**src/rtl/galaga_pkg.sv**
```systemverilog
// Shared types and screen constants for the rocket/asteroid game blocks.
// Pure declarations: no logic, no latency, no flow control.
package galaga_pkg;

   typedef enum logic [1:0] {
      ST_IDLE = 2'd0,
      ST_PLAY = 2'd1,
      ST_HIT  = 2'd2,
      ST_OVER = 2'd3
   } game_state_t;

   localparam int SCREEN_W       = 640;
   localparam int SCREEN_H       = 480;
   localparam int NSLOTS_DEFAULT = 6;

endpackage

```
**src/rtl/game_sequencer_slot_allocator.sv**
```systemverilog
// Lowest-index free asteroid slot picker; purely combinational, zero latency.
// No flow control: any_free low means the caller drops the spawn request.
module slot_allocator #(
   parameter int NSLOTS = 6
) (
   input  logic [NSLOTS-1:0] free,
   output logic [NSLOTS-1:0] grant,
   output logic              any_free
);

   // Two's-complement trick isolates the lowest set bit.
   assign grant    = free & (~free + NSLOTS'(1));
   assign any_free = |free;

endmodule

```
**src/rtl/game_sequencer.sv**
```systemverilog
// Frame-rate game FSM: spawns/retires asteroid slots, tracks collisions, lives, score.
// All outputs registered, 1-cycle response; no backpressure (spawns drop when slots are full).
module game_sequencer
   import galaga_pkg::*;
#(
   parameter int NSLOTS       = NSLOTS_DEFAULT,
   parameter int SPAWN_FRAMES = 128,
   parameter int HIT_FRAMES   = 60,
   parameter int LIVES        = 3
) (
   input  logic              clk,
   input  logic              reset,
   input  logic              frame_tick,
   input  logic              start,
   input  logic [9:0]        rng_x,
   input  logic              collide,
   input  logic [NSLOTS-1:0] slot_done,
   output logic [NSLOTS-1:0] slot_en,
   output logic [NSLOTS-1:0] slot_load,
   output logic [9:0]        slot_x,
   output logic [1:0]        state,
   output logic [1:0]        lives,
   output logic [15:0]       score,
   output logic              rocket_freeze,
   output logic              flash
);

   localparam int SCW = (SPAWN_FRAMES > 1) ? $clog2(SPAWN_FRAMES) : 1;
   // flash taps bit 3, so the hit counter is never narrower than 4 bits.
   localparam int HCW = ($clog2(HIT_FRAMES) < 4) ? 4 : $clog2(HIT_FRAMES);
   localparam logic [1:0] LIVES_INIT = 2'(LIVES);

   game_state_t       state_q, state_d;
   logic [1:0]        lives_q, lives_d;
   logic [15:0]       score_q, score_d;
   logic [NSLOTS-1:0] slot_en_q, slot_en_d;
   logic [NSLOTS-1:0] slot_load_q, slot_load_d;
   logic [9:0]        slot_x_q, slot_x_d;
   logic              freeze_q, freeze_d;
   logic              flash_q, flash_d;
   logic [SCW-1:0]    spawn_cnt_q, spawn_cnt_d;
   logic [HCW-1:0]    hit_cnt_q, hit_cnt_d;
   logic              hit_seen_q, hit_seen_d;

   logic [NSLOTS-1:0] grant;
   logic              any_free;
   logic [NSLOTS-1:0] retire;
   logic [16:0]       score_sum;
   logic [15:0]       score_sat;

   slot_allocator #(.NSLOTS(NSLOTS)) u_alloc (
      .free     (~slot_en_q),
      .grant    (grant),
      .any_free (any_free)
   );

   assign retire = slot_done & slot_en_q;

   always_comb begin
      score_sum = {1'b0, score_q};
      for (int i = 0; i < NSLOTS; i++) begin
         score_sum = score_sum + 17'(retire[i]);
      end
      score_sat = score_sum[16] ? 16'hFFFF : score_sum[15:0];
   end

   always_comb begin
      state_d     = state_q;
      lives_d     = lives_q;
      score_d     = score_q;
      slot_en_d   = slot_en_q;
      slot_load_d = '0;
      slot_x_d    = slot_x_q;
      spawn_cnt_d = spawn_cnt_q;
      hit_cnt_d   = hit_cnt_q;
      hit_seen_d  = hit_seen_q;

      case (state_q)
         ST_IDLE, ST_OVER: begin
            if (start) begin
               state_d     = ST_PLAY;
               lives_d     = LIVES_INIT;
               score_d     = '0;
               spawn_cnt_d = '0;
               hit_seen_d  = 1'b0;
               slot_en_d   = '0;
            end
         end
         ST_PLAY: begin
            if (frame_tick && (hit_seen_q || collide)) begin
               slot_en_d  = '0;
               hit_seen_d = 1'b0;
               hit_cnt_d  = '0;
               if (lives_q <= 2'd1) begin
                  state_d = ST_OVER;
                  lives_d = 2'd0;
               end else begin
                  state_d = ST_HIT;
                  lives_d = lives_q - 2'd1;
               end
            end else begin
               hit_seen_d = hit_seen_q | collide;
               slot_en_d  = slot_en_q & ~retire;
               score_d    = score_sat;
               if (frame_tick) begin
                  hit_seen_d = 1'b0;
                  if (spawn_cnt_q == SCW'(SPAWN_FRAMES - 1)) begin
                     spawn_cnt_d = '0;
                     // Grant comes from the registered mask, so a slot retiring now is skipped.
                     if (any_free) begin
                        slot_en_d   = slot_en_d | grant;
                        slot_load_d = grant;
                        slot_x_d    = rng_x;
                     end
                  end else begin
                     spawn_cnt_d = spawn_cnt_q + 1'b1;
                  end
               end
            end
         end
         ST_HIT: begin
            if (frame_tick) begin
               if (hit_cnt_q == HCW'(HIT_FRAMES - 1)) begin
                  state_d     = ST_PLAY;
                  spawn_cnt_d = '0;
                  hit_seen_d  = 1'b0;
                  hit_cnt_d   = '0;
               end else begin
                  hit_cnt_d = hit_cnt_q + 1'b1;
               end
            end
         end
         default: ;
      endcase

      freeze_d = (state_d != ST_PLAY);
      flash_d  = (state_d == ST_HIT) && hit_cnt_d[3];
   end

   always_ff @(posedge clk) begin
      if (reset) begin
         state_q     <= ST_IDLE;
         lives_q     <= LIVES_INIT;
         score_q     <= '0;
         slot_en_q   <= '0;
         slot_load_q <= '0;
         slot_x_q    <= '0;
         freeze_q    <= 1'b1;
         flash_q     <= 1'b0;
         spawn_cnt_q <= '0;
         hit_cnt_q   <= '0;
         hit_seen_q  <= 1'b0;
      end else begin
         state_q     <= state_d;
         lives_q     <= lives_d;
         score_q     <= score_d;
         slot_en_q   <= slot_en_d;
         slot_load_q <= slot_load_d;
         slot_x_q    <= slot_x_d;
         freeze_q    <= freeze_d;
         flash_q     <= flash_d;
         spawn_cnt_q <= spawn_cnt_d;
         hit_cnt_q   <= hit_cnt_d;
         hit_seen_q  <= hit_seen_d;
      end
   end

   assign state         = state_q;
   assign lives         = lives_q;
   assign score         = score_q;
   assign slot_en       = slot_en_q;
   assign slot_load     = slot_load_q;
   assign slot_x        = slot_x_q;
   assign rocket_freeze = freeze_q;
   assign flash         = flash_q;

endmodule
```
**config.mk**
```make
export PLATFORM = sky130hd
export DESIGN_NAME = game_sequencer
export DESIGN_NICKNAME = d
export VERILOG_FILES = /design/src/rtl/galaga_pkg.sv /design/src/rtl/game_sequencer_slot_allocator.sv /design/src/rtl/game_sequencer.sv
export SDC_FILE = /design/constraint.sdc
export NUM_CORES = 1
export LEC_CHECK = 0
export BUFFER_PORTS_ARGS = -buffer_cell sky130_fd_sc_hd__buf_2
export CORE_MARGIN = 3
export CORE_UTILIZATION = 30
export CTS_CLUSTER_DIAMETER = 200
export CTS_CLUSTER_SIZE = 12
export DETAILED_ROUTE_END_ITERATION = 16
export HOLD_SLACK_MARGIN = 0.08
export PLACE_DENSITY = 0.47
export REMOVE_ABC_BUFFERS = 1
export SLEW_MARGIN = 25
export SYNTH_ARGS = -nofsm -noshare
export SYNTH_HDL_FRONTEND = slang
export SYNTH_SLANG_ARGS = --single-unit
export TNS_END_PERCENT = 5
```
**constraint.sdc**
```tcl
create_clock -name clk -period 11.66 [get_ports clk]
set_input_delay 2.915 -clock clk [delete_from_list [all_inputs] [get_ports clk]]
set_output_delay 2.915 -clock clk [all_outputs]
set_load 0.03 [all_outputs]
```
# Word level (Yosys, flattened, before mapping)
# Index checks and enable logic that the tools add are counted.
dict set report word_totals {
  register_bits 58
  inputBits 21
}
dict set report op_classes {
  n_eq_ne 13
  n_bitwise 13
  order_cmp 1
  n_addsub 10
  n_mux 37
  reduce_logical 16
}
# op count
set op_table {}
lappend op_table {{17-bit by 1-bit adder with 17-bit output} 5}
lappend op_table {{16-bit two-way mux} 3}
lappend op_table {{6-bit two-way mux} 8}
lappend op_table {{7-bit two-way mux} 6}
lappend op_table {{16-bit case mux with 2 select lines} 1}
lappend op_table {{6-bit case mux with 2 select lines} 2}
lappend op_table {{7-bit case mux with 3 select lines} 1}
lappend op_table {{6-bit bitwise AND} 3}
lappend op_table {{6-bit inverter} 3}
lappend op_table {{16-bit by 1-bit adder with 17-bit output} 1}
lappend op_table {{2-bit two-way mux} 7}
lappend op_table {{6-bit by 1-bit adder with 6-bit output, second input constant} 2}
lappend op_table {{2-bit inequality test, second input constant} 6}
lappend op_table {{3-bit AND reduction} 4}
lappend op_table {{6-bit OR reduction} 2}
lappend op_table {{5-bit AND reduction} 2}
lappend op_table {{7-bit by 1-bit adder with 7-bit output, second input constant} 1}
lappend op_table {{7-bit equality test, second input constant} 1}
lappend op_table {{2-bit equality test, second input constant} 3}
lappend op_table {{6-bit equality test, second input constant} 1}
lappend op_table {{1-bit two-way mux} 6}
lappend op_table {{6-bit bitwise OR} 1}
lappend op_table {{2-bit case mux with 3 select lines} 1}
lappend op_table {{1-bit inverter} 5}
lappend op_table {{other kinds (13)} 15}

# Logic depth before layout (Yosys ltp)
dict set report depth {
  ltp_word 10
  depth_mapped 11
}

# Modules after synthesis
# Synthesis repeated with hierarchy kept, for this count alone.
dict set report hier_totals {
  cells_unflattened 349
  hier_area_um2 2930.3
}
# module n_inst cells_per_inst area_per_inst_um2
set modules_own_cells {}
lappend modules_own_cells {game_sequencer 1 340 2867.8}
lappend modules_own_cells {slot_allocator 1 9 62.6}

# Worst setup path before layout
# No wires, ideal clock.
dict set report synth_path {
  path_type {input to register}
  start {input port slot_done[0]}
  end {register score_q[3], in the netlist score[3]}
  setup_time_ns 0.132
  t_required_ns 11.528
  path_buffers 1
  t_arrival_ns 5.918
  path_slack_ns 5.610
  stages 11
  path_cell_list {and2_1 > fa_1 > fa_1 > fa_1 > fa_1 > a21oi_1 > or4_4 > nor2_4 > buf_4 > o21ai_0 > a21oi_1}
}
dict set report synth_between {
  elab_chain_len 10
}
# element line
set synth_rtl {}
lappend synth_rtl {{start, declared} game_sequencer.sv:17} ;# input logic [NSLOTS-1:0] slot_done,
lappend synth_rtl {{6-bit bitwise AND} game_sequencer.sv:57} ;# assign retire = slot_done & slot_en_q;
lappend synth_rtl {{16-bit by 1-bit adder with 17-bit output} game_sequencer.sv:62} ;# score_sum = score_sum + 17'(retire[i]);
lappend synth_rtl {{17-bit by 1-bit adder with 17-bit output (5 in series)} game_sequencer.sv:62}
lappend synth_rtl {{16-bit two-way mux} game_sequencer.sv:64} ;# score_sat = score_sum[16] ? 16'hFFFF : score_sum[15:0];
lappend synth_rtl {{16-bit two-way mux} game_sequencer.sv:90} ;# if (frame_tick && (hit_seen_q || collide)) begin
lappend synth_rtl {{16-bit case mux with 2 select lines} game_sequencer.sv:78} ;# case (state_q)
lappend synth_rtl {{end signal, assigned} game_sequencer.sv:156} ;# score_q <= score_d;
lappend synth_rtl {{end, declared} game_sequencer.sv:35} ;# logic [15:0] score_q, score_d;
# No other way between the ends. The select of a mux whose other input is x is not followed.
# A chain may end at the register's enable or synchronous reset.

# Worst setup path after layout
dict set report layout_path {
  start {input port slot_done[0]}
  end {register score_q[10], in the netlist score[10]}
}
# The elaborated chain is that of the path after synthesis.

==> qor.txt <==
======================================================================================
Register bit count reported by yosys                                                58
Avg Inst Size Synth                                                           8.34 µm²
Wire length after detailed routing                                             8040 µm
Peak ir drop on the vdd network                                            0.0000517 V
Setup crit end kind                                                          flip-flop
Post-CTS Resized                                                                     0
TritonRoute pass-1 iters                                                             5
Maximum number of pins on one net before global-route repair                        48
Required time of the critical path                                            11.84 ns
Library cell used as clock root buffer                                        clkbuf_8
Crit share post-route                                                            51.3%
Number of buffers inserted during clock tree synthesis                               9
Fraction of registers with async set/reset                                          0%
Cell leakage power                                                             1.37 nW
Antenna diode count                                                                  0
Largest fanout on the critical path                                                 13
Hold Vio Cnt, Final                                                                  0
Run status                                                                finished clean
Headroom to the max-slew limit                                                   52.0%
Number of buffers inserted for hold repair after clock tree synthesis                0
Clock slew at the register clock pins of the worst setup and hold paths        0.06 ns
Vias/cell                                                                         5.12
F_max                                                                          167 MHz
DP Worst Slack                                                                 5.34 ns
PortBufs                                                                            64
Worst Setup Path Type                                                           in2reg
Arr. time, crit path                                                           6.17 ns
Final-stage net count                                                              452
Clock sink count                                                                    58
Total via count after detailed routing                                            2837
Total negative setup slack                                                        0 ns
Final critical path time including I/O delays and setup                        5.98 ns
Area taken by flip-flops and latches                                          1160 µm²
First-iteration detailed-routing DRC count                                         147
Number of standard cells after synthesis                                           359
Number of rows in the core area                                                     35
Wire length the detailed router placed on met1                                 4050 µm
Final worst slack                                                              5.68 ns
Number of synthesized flops with an enable pin                                       0
Count of unresolved DRC violations after routing                                     0
Min-Delay Path Class                                                           reg2reg
Number of setup violations in the final report                                       0
Ys flop type                                                                   dfxtp_1
Number of buffers added for setup after CTS                                          0
Slew of the pin with the lowest slew margin                                   0.717 ns
Overflow left after global routing                                                   0
DIE AREA                                                                     11200 µm²
Startpoint types                                                             input pin
Wire per inst                                                                  14.5 µm
Wire length on met2                                                            3630 µm
CTS tree                                                                          done
All-Layer GR Usage                                                               14.5%
Clock insertion delay at the later pin of the skew report                      0.33 ns
Final HPWL DP                                                                  5640 µm
Core footprint                                                                9460 µm²
Area added between synthesis and finish                                          21.1%
Number of I/O pins                                                                  65
Remaining number of nets flagged by the antenna check after routing                  0
Met3 WL                                                                         332 µm
Maxcap violations                                                                    0
Highest metal layer with signal wires                                             met4
Width of the die                                                                106 µm
Layout cell share with drive strength beyond 1                                   24.0%
Power density relative to cell area                                         129 nW/µm²
Unrepaired setup endpoints after global routing                                     no
Number of distinct library cells after synthesis                                    59
Area of the mapped netlist                                                    2990 µm²
Fin Hold WS                                                                   0.477 ns
Die span in y                                                                   106 µm
Filler instances                                                                  1035
Number of global-route vias before repair                                         2675
Antenna violations before repair                                                     0
CTS HTree Levels                                                                     3
Clk_skew                                                                     0.0134 ns
Initial Utilization                                                              31.6%
Final-report max-slew violation count                                                0
Yosys synthesis warning count                                                        0
Fraction of the yosys area taken by sequential cells                             38.8%
Utilization of the core after routing                                            38.3%
Total Power                                                                   0.467 mW
Final Wtd Congestion                                                             0.798
Multi-input logic area                                                        1730 µm²
Maximum count of clock buffers along a single path                                   2
Wire length of the first global-routing pass                                  13500 µm
======================================================================================
[cells in the mapped netlist (all sizes together) (4+ instances only)]
master  number  share of area (%)
inv          9                1.1
ha           7                2.9
dfxtp       58                 39
a31oi        6                1.3
xnor2        4                1.2
mux2i       10                3.3
o211ai       6                1.5
o21ai       37                6.3
and2         6                1.3
buf          6                1.6
nor2        36                4.8
clkbuf      10                1.3
fa           4                2.7
nor3        22                4.2
nand4        9                2.1
o21a         4                1.0
nand2       32                4.1
nor4         8                1.9
a21oi       33                5.5
nand3       11                2.0
[where the power goes]
part           switching [mW]  internal, mW  total (mW)
clock                  0.0844         0.104       0.189
combinational          0.0494        0.0235      0.0729
sequential            0.00380         0.202       0.206
total                   0.138         0.330       0.467
[routing by layer]
metal,global-route usage (%),up-vias
met4,3.05,0
met2,22.3,62
met3,3.92,2
li1,-,1436
met5,0,-
met1,20.5,1337
[registers in the layout, indices dropped and copies added (netlist names)]
name,flops
score,16
slot_x,10
spawn_cnt_q,7
hit_cnt_q,6
slot_en,6
slot_load,6
lives,2
state,2
flash,1
hit_seen_q,1
rocket_freeze,1
[critical path, cell delays in order]
cell and delay, ns:
buf_2 0.09, and2_1 0.18, fa_1 0.49, fa_1 0.52
fa_1 0.49, fa_1 0.41, a21oi_1 0.47, or4_4 0.26
nor2_4 0.08, o21ai_0 0.17, a21oi_1 0.08
[path summary, 6_finish.rpt]
kind | from | to | slack, ns | cells past startpoint
hold reg to reg | score[1] | score[1] | 0.48 | 2
setup reg to reg | slot_en[0] | score[10] | 7.85 | 10
setup / recovery | slot_done[0] | score[10] | 5.68 | 11
hold / removal | score[1] | score[1] | 0.48 | 2
[logic make-up (layout without fill, tap and decap cells)]
group	Yosys count	after routing	share of synthesized area, %
AOI/OAI and AO/OA	104	104	20.9
and+or+nand+nor	145	145	25.6
xor gates and xnor gates	5	5	1.46
buffers and inverters	25	91	3.97
DFF	58	58	38.8
muxes	11	11	3.72
adders and majority gates	11	11	5.60
[final cells by class]
| class | count | share of cell area (%) |
|---|---|---|
| clock inverter | 6 | 1.83 |
| clock buffer | 10 | 3.80 |
| sequential | 58 | 32.0 |
| multi-input combinational | 276 | 47.7 |
| tap | 129 | 4.45 |
| timing repair buffer | 66 | 9.25 |
| inverter | 9 | 0.932 |
[metrics by stage]
stage,std cells,cell area (µm²)
final,554,3620
after global routing,554,3620
after CTS,554,3620
after detailed placement,538,3420
after global placement,538,3410
after floorplan,343,2910
[layout by cell type, fill, tap and decap left out, types with 3 or more instances in the layout]
cell type,count
nand2_1,31
or3_1,3
and2_1,5
nand2b_1,3
mux2i_1,10
o21a_1,4
nand4_1,8
dfxtp_1,58
nor2_1,35
fa_1,4
nand3_1,10
o211ai_1,6
a21oi_1,33
buf_2,64
clkbuf_8,10
o21ai_0,34
ha_1,7
nor3_1,17
inv_1,9
xnor2_1,4
a31oi_1,6
nor3_2,4
clkinvlp_4,3
nor4_1,7
No activity file was read; power rests on OpenSTA's default activity.
